===== src/rtl/ramm_pkg.sv =====
// Shared defaults and types for the ramm scratch memory.
// DEPTH is derived from ADDR_W so the two can never disagree.
package ramm_pkg;

   localparam int ADDR_W = 6;
   localparam int DATA_W = 8;
   localparam int DEPTH  = 2 ** ADDR_W;

   typedef logic [ADDR_W-1:0] addr_t;
   typedef logic [DATA_W-1:0] data_t;

endpackage


===== src/rtl/ramm.sv =====
// Single-port synchronous RAM with one shared address bus.
// Reads land on a registered output one clock after the address is presented.
module ramm
   import ramm_pkg::*;
#(
   parameter int ADDR_W = ramm_pkg::ADDR_W,
   parameter int DATA_W = ramm_pkg::DATA_W,
   parameter int DEPTH  = 2 ** ADDR_W
) (
   input  logic              clk,
   input  logic              rst,
   input  logic [ADDR_W-1:0] addr,
   input  logic              we,
   input  logic [DATA_W-1:0] data,
   output logic [DATA_W-1:0] reddat
);

   // Array carries no reset so it maps onto block or distributed RAM.
   logic [DATA_W-1:0] mem [0:DEPTH-1];

   always_ff @(posedge clk) begin
      if (we) begin
         mem[addr] <= data;
      end
   end

   // Output register only loads on read cycles; it holds across writes.
   always_ff @(posedge clk or posedge rst) begin
      if (rst) begin
         reddat <= '0;
      end else if (!we) begin
         reddat <= mem[addr];
      end
   end

endmodule


===== config.mk =====
export PLATFORM = sky130hd
export DESIGN_NAME = ramm
export DESIGN_NICKNAME = d
export VERILOG_FILES = /design/src/rtl/ramm_pkg.sv /design/src/rtl/ramm.sv
export SDC_FILE = /design/constraint.sdc
export NUM_CORES = 1
export LEC_CHECK = 0
export ABC_AREA = 1
export CAP_MARGIN = 20
export CORE_MARGIN = 8
export CORE_UTILIZATION = 45
export DETAILED_ROUTE_END_ITERATION = 10
export GPL_TIMING_DRIVEN = 0
export PLACE_DENSITY = 0.56
export SLEW_MARGIN = 40
export SYNTH_ARGS = -nofsm -noshare
export SYNTH_HDL_FRONTEND = slang
export SYNTH_SLANG_ARGS = --single-unit

===== constraint.sdc =====
create_clock -name clk -period 1.6 [get_ports clk]
set_input_delay 0.32 -clock clk [delete_from_list [all_inputs] [get_ports clk]]
set_output_delay 0.32 -clock clk [all_outputs]
set_load 0.02 [all_outputs]

==> results by group, run 1 <==
Outcome
  – Status: finished, violations left
  – Failing checks: setup timing

Floorplanning
  – I/O Pins: 25
  – Die width: approximately 240 µm
  – Die H: roughly 240 µm
  – Core ar.: between 40000 and 50000 µm²
  – Die ar.: 56700 µm²
  – Initial core utilization: 45.4%
  – Rows: 81

Detailed routing
  – DRC Markers: 0
  – Wire per inst: 20.5 µm
  – DRT Wirelength: approximately 63000 µm
  – ANT nets after route: 0
  – Iteration-0 DRC count of the detailed router: approximately 1500
  – Via density: about 5
  – Vias: approximately 15000
  – Drt pass-1 iters: 5

Cells and area
  – Post-route cell area: 27300 µm²
  – Most frequent cells in the layout: 1374 x nand2_1, 512 x edfxtp_1, 66 x buf_12
  – Commonest non-fill, non-tap cell in the layout: nand2_1
  – Layout cell share with drive strength beyond 1: between 10% and 20%
  – # nets final: 2388
  – P&R area growth vs syn: 23.0%

Global route
  – GRT Util Overall: between 20% and 30%
  – Largest net degree at the start of global routing: 65
  – GR Overflow Total: 0
  – First-pass GRT wire length: approximately 94000 µm
  – Vias in the first global route: approximately 15000
  – Initial antenna violation count: 1

Setup path
  – Crit path max fanout: 10
  – Crit Path Class: in2reg
  – Slowest stage cell on the critical path: nand3_4
  – Required @ worst endpoint: about 1.9 ns
  – Critical path capture point type: register
  – Worst path max stage delay: between 0.3 and 0.4 ns
  – CP dominant cell by count: nor2_4
  – CP arrival: a little under 2 ns
  – Worst reg2reg path depth: 9
  – Crit-path cells: buf_2 -> clkinv_2 -> nor2_4 -> nand3_4 -> nor2_4 -> buf_4
  – R2R Setup Slk: about 0.070 ns
  – Crit path launch type: primary input

CTS
  – CTS clk-pin slew, worst paths: approximately 0.060 ns
  – Root Driver: clkbuf_16
  – CTS Sinks: 520
  – CTS tree: built
  – Worst-Skew Late Latency: a little over 0.6 ns
  – Total CTS buffers: between 50 and 60
  – Clock Path Buffers: 3
  – CTS H-tree lvls: 2

STA
  – Setup TNS: -0.00921 ns
  – Final worst-path cycle share: 100%
  – Fin Hold WS: ~0.12 ns
  – RSZ-0062 raised after global routing: yes
  – Rel. slew slack: between 40 and 50%
  – Clk_skew: just under 0.02 ns
  – Final Critical Period: about 1.6 ns
  – Setup ws final: -0.00575 ns
  – Max Slew Vio Count: 0
  – Final setup fails: 2
  – Least-Margin Pin Slew: around 0.76 ns
  – Maximum clock rate: about 620 MHz
  – Final Hold Viols: 0

Power
  – Worst VDD drop: about 1.0 mV
  – Standby leakage power: 11.2 nW
  – Pwr dens: roughly 1100 nW/µm²

Synthesis
  – Cell variety after synth: 22
  – Post-synth net total: 2228
  – Largest area contributor in the netlist: edfxtp_1
  – Sequential area share after synthesis: 70.2%
  – Ys Warns: 0
  – Post-Synthesis Mean Instance Area: 10.0 µm²
  – #FFs+latches synth: 520
  – Top post-synthesis cells by area: edfxtp_1 69%, nand2_1 23%, nor2_1 1.5%, buf_2 1.3%, dfrtp_1 0.90%
  – Synth Cell Area: around 22000 µm²
  – Cell count after synthesis: roughly 2200
  – Yosys top cell area share: 69.3%

Min path
  – Min-Delay Path Class: in2reg
  – WHS Path Cells: 1

Place
  – DP Area: between 20000 and 25000 µm²
  – DPL Wire Length: 42400 µm
  – RD Place Congestion: about 0.91
  – IO Port Bufs: 17

Job
  – Max-cap violations: 0
state kept, by name (all words and copies together), names as in the netlist:
name / count
reddat: 8
mem: 512
cell families after synthesis:
family	synth area share (%)
and+or+nand+nor	26.2
buffers and inverters	3.24
AOI/OAI and AO/OA	0.338
DFF	70.2
power breakdown:
part	internal (mW)	switching [mW]
logic	0.636	1.63
clock network	7.23	5.17
registers	15.1	0.0372
cells in the mapped netlist, drive strengths merged:
library cell	count
nand2	1387
edfxtp	512
nor2	88
buf	81
inv	53
nand3	23
clkbuf	22
nor3	11
or2	11
dfrtp	8
o21ai	5
a21oi	4
o211ai	4
clkinv	2
per-stage QoR:
step / cells / power, mW / setup slack [ns] / utilization [%]
6_report: 3079 / 29.8 / -0.00575 / 55.9
5_1_grt: 3079 / 30.7 / -0.0529 / 55.9
4_1_cts: 3063 / 29.9 / -0.0000164 / 54.8
3_5_place_dp: 2900 / 17.5 / -1.80 / 48.1
3_3_place_gp: 2892 / 17.4 / -1.98 / 47.8
2_1_floorplan: 2211 / 16.5 / -0.348 / -
metal layers:
layer	GRT usage [%]	vias to the layer above	part of all wire, %	wire length, µm
met4	9.69	0	4.4	2800
met5	0	-	0	0
met2	35.7	561	46	29200
met1	29.9	7303	42	26500
met3	3.52	138	7.3	4570
li1	-	7466	-	-
critical path, delay by kind of cell:
kind	cells	cell delay, ns
and+or+nand+nor	3	0.88
buffers and inverters	3	0.71
repair_timing:
| item | in CTS | in global routing |
|---|---|---|
| endpoints found under the setup margin | 520 | 347 |
| setup buffers | 63 | 15 |
| pin swaps | 50 | 19 |
| hold buffers | 1 | 0 |
| gates resized for setup | 158 | 66 |
| endpoints found under the hold margin | 8 | 0 |
worst paths after layout:
kind	startpoint	endpoint
max	addr[2]	mem[44][2]
min	data[1]	mem[26][1]
max reg2reg	mem[26][2]	reddat[2]
min reg2reg	reddat[7]	reddat[7]
max in group asynchronous	rst	reddat[0]
min in group asynchronous	rst	reddat[6]
cell type report:
cell class                 instances  area, µm²
tap                              664        831
sequential                       520      15600
clock buffer                      73       1470
inverter                          55        226
multi-input combinational       1533       6640
fill                            4187      21600
buffer                           103        657
timing repair buffer             104       1640
clock inverter                    26        251
antenna                            1       2.50
(Power assumes the default switching activity.)
==> run 2, diff against run 1 <==
--- a/config.mk
+++ b/config.mk
@@ -7,11 +7,13 @@
 export LEC_CHECK = 0
 export ABC_AREA = 1
 export CAP_MARGIN = 20
+export CELL_PAD_IN_SITES_DETAIL_PLACEMENT = 2
+export CELL_PAD_IN_SITES_GLOBAL_PLACEMENT = 2
 export CORE_MARGIN = 8
-export CORE_UTILIZATION = 45
+export CORE_UTILIZATION = 42
+export CTS_CLUSTER_SIZE = 25
 export DETAILED_ROUTE_END_ITERATION = 10
-export GPL_TIMING_DRIVEN = 0
-export PLACE_DENSITY = 0.56
+export PLACE_DENSITY = 0.76
 export SLEW_MARGIN = 40
 export SYNTH_ARGS = -nofsm -noshare
 export SYNTH_HDL_FRONTEND = slang
==> run 2 against run 1 <==
Compared with the run above: the run now ends clean; setup slack improved by 0.012 ns; global-route usage increased by 4.0 points; register-to-register slack got worse by 0.03 ns; maximum frequency increased by 0.75%; non-clock buffer count increased by 20; via count increased by 6.8%; worst hold slack got worse by 0.023 ns; sequential share of layout area increased by 1.4 points; critical path depth increased by 2; total power increased by 0.75%; die area increased by 6.7%; first-iteration DRC count decreased by 23%.
==> results by group, run 2 (synthesis gave the netlist of run 1 again) <==
Outcome
  – Status: complete, no violations

Detailed routing
  – Wire per inst: between 20 and 30 µm
  – DRT Wirelength: slightly below 80000 µm
  – DRC Markers: 0
  – Vias: 16500
  – Iteration-0 DRC count of the detailed router: 1128
  – ANT nets after route: 0
  – Via density: between 5 and 6
  – Drt pass-1 iters: 5

Setup path
  – WP depth: 8
  – Worst Path Buf+Inv: 6
  – Worst path max stage delay: between 0.4 and 0.5 ns
  – Reg2reg start: mem[6][6]
  – Crit Path Class: in2reg
  – Crit-path cells: clkdlybuf4s50_1 -> buf_6 -> buf_4 -> nor3_4 -> inv_1 -> buf_4 -> nor2_1 -> buf_4
  – Slowest stage cell on the critical path: clkdlybuf4s50_1
  – Required @ worst endpoint: approximately 1.9 ns
  – Crit path launch type: primary input
  – Crit path max fanout: 8
  – R2R Setup Slk: approximately 0.040 ns
  – Worst reg2reg path depth: 12
  – CP dominant cell by count: buf_4
  – Top Family by Delay on Critical Path: buffers and inverters
  – Critical path capture point type: register
  – CP arrival: approximately 1.9 ns
  – FF-to-FF End: reddat[6]

STA
  – Fin Hold WS: 0.0987 ns
  – Final worst-path cycle share: roughly 100%
  – Maximum clock rate: about 630 MHz
  – Rel. slew slack: a little under 70%
  – Setup TNS: 0 ns
  – Final Hold Viols: 0
  – Least-Margin Pin Slew: ~0.48 ns
  – Final Critical Period: approximately 1.6 ns
  – Final setup fails: 0
  – Max Slew Vio Count: 0
  – Clk_skew: between 0.01 and 0.015 ns
  – RSZ-0062 raised after global routing: yes

CTS
  – Worst-Skew Late Latency: a little over 0.6 ns
  – CTS clk-pin slew, worst paths: roughly 0.06 ns
  – Clock Path Buffers: 3
  – CTS H-tree lvls: 2
  – Root Driver: clkbuf_16
  – CTS Sinks: 520
  – CTS tree: built
  – Total CTS buffers: 56

Power
  – Pwr dens: about 1100 nW/µm²
  – Standby leakage power: ~11 nW
  – Total chip power: 30.0 mW
  – Worst VDD drop: 1.32 mV

Min path
  – Min-Delay Path Class: in2reg
  – Worst hold start: data[2]
  – Hold Crit Endpoint: mem[16][2]
  – WHS Path Cells: 1

Place
  – DP Area: approximately 25000 µm²
  – IO Port Bufs: 24
  – RD Place Congestion: ~0.86
  – DPL Wire Length: 51100 µm

Cells and area
  – Post-layout util: 50.8%
  – Layout cell share with drive strength beyond 1: ~15%
  – Max reg flops: slightly above 500
  – P&R area growth vs syn: 20.1%
  – Commonest non-fill, non-tap cell in the layout: nand2_1
  – Register area: 15600 µm²
  – Regs by FF count: mem (512), reddat (8)
  – Multi-input logic area: between 6000 and 7000 µm²
  – Top reg by flops: mem
  – Post-route cell area: ~27000 µm²
  – # nets final: about 2400
  – Layout fillers: 5364
  – Most frequent cells in the layout: 1376 x nand2_1, 512 x edfxtp_1, 165 x buf_4

Job
  – Max-cap violations: 0

Floorplanning
  – Die H: 246 µm
  – Rows: between 80 and 90
  – Die ar.: 60400 µm²
  – Initial core utilization: between 40% and 50%
  – Die width: roughly 250 µm
  – Core ar.: approximately 52000 µm²
  – I/O Pins: 25

Global route
  – GR Overflow Total: 0
  – Vias in the first global route: between 15000 and 20000
  – First-pass GRT wire length: approximately 120000 µm
  – Largest net degree at the start of global routing: 65
  – Initial antenna violation count: 4
  – GRT Util Overall: around a quarter
[run 2: worst max path at each step]
stage | from | slack [ns] | endpoint
2_1_floorplan | addr[1] | -0.35 | mem[2][0]
6_report | addr[5] | 0.006 | mem[9][1]
4_1_cts | reddat[2] | 0.01 | reddat[2]
3_3_place_gp | we | -0.53 | mem[34][3]
3_5_place_dp | addr[4] | -0.66 | reddat[1]
5_1_grt | mem[21][3] | -0.04 | reddat[3]
[run 2: final cells by class]
class	count	area share [%]
clock buffer	62	5.42
timing repair buffer	227	8.13
sequential	520	58.5
antenna	2	0.0188
clock inverter	41	0.986
multi-input combinational	1533	22.9
tap	688	3.23
inverter	55	0.859
[run 2: metal layers]
metal | track usage [%] | up-vias | wire length (µm)
met2 | 45.1 | 400 | 39300
met3 | 3.75 | 190 | 3290
met1 | 33.0 | 8443 | 33100
met5 | 0 | - | 12
met4 | 11.1 | 2 | 3160
li1 | - | 7489 | -
[run 2: what timing repair did]
action / CTS / global route
buffers inserted: 1 / 1
hold endpoints to repair: 8 / 0
pin swaps: 0 / 14
endpoints found under the setup margin: 36 / 217
resized for setup: 38 / 36
hold buffers: 1 / 0
cloned: 0 / 0
[run 2: power breakdown]
| part | internal [mW] | switching (mW) | leakage [nW] |
|---|---|---|---|
| logic | 0.726 | 1.75 | 5.79 |
| registers | 15.1 | 0.0650 | 4.70 |
| clock network | 6.93 | 5.46 | 0.851 |
| total | 22.7 | 7.27 | 11.3 |
[run 2: per-stage QoR]
step,cells,setup WS [ns]
floorplan,2211,-0.348
global placement,3020,-0.530
detailed placement,3020,-0.663
CTS,3125,0.0145
global route,3128,-0.0447
finish,3128,0.00615
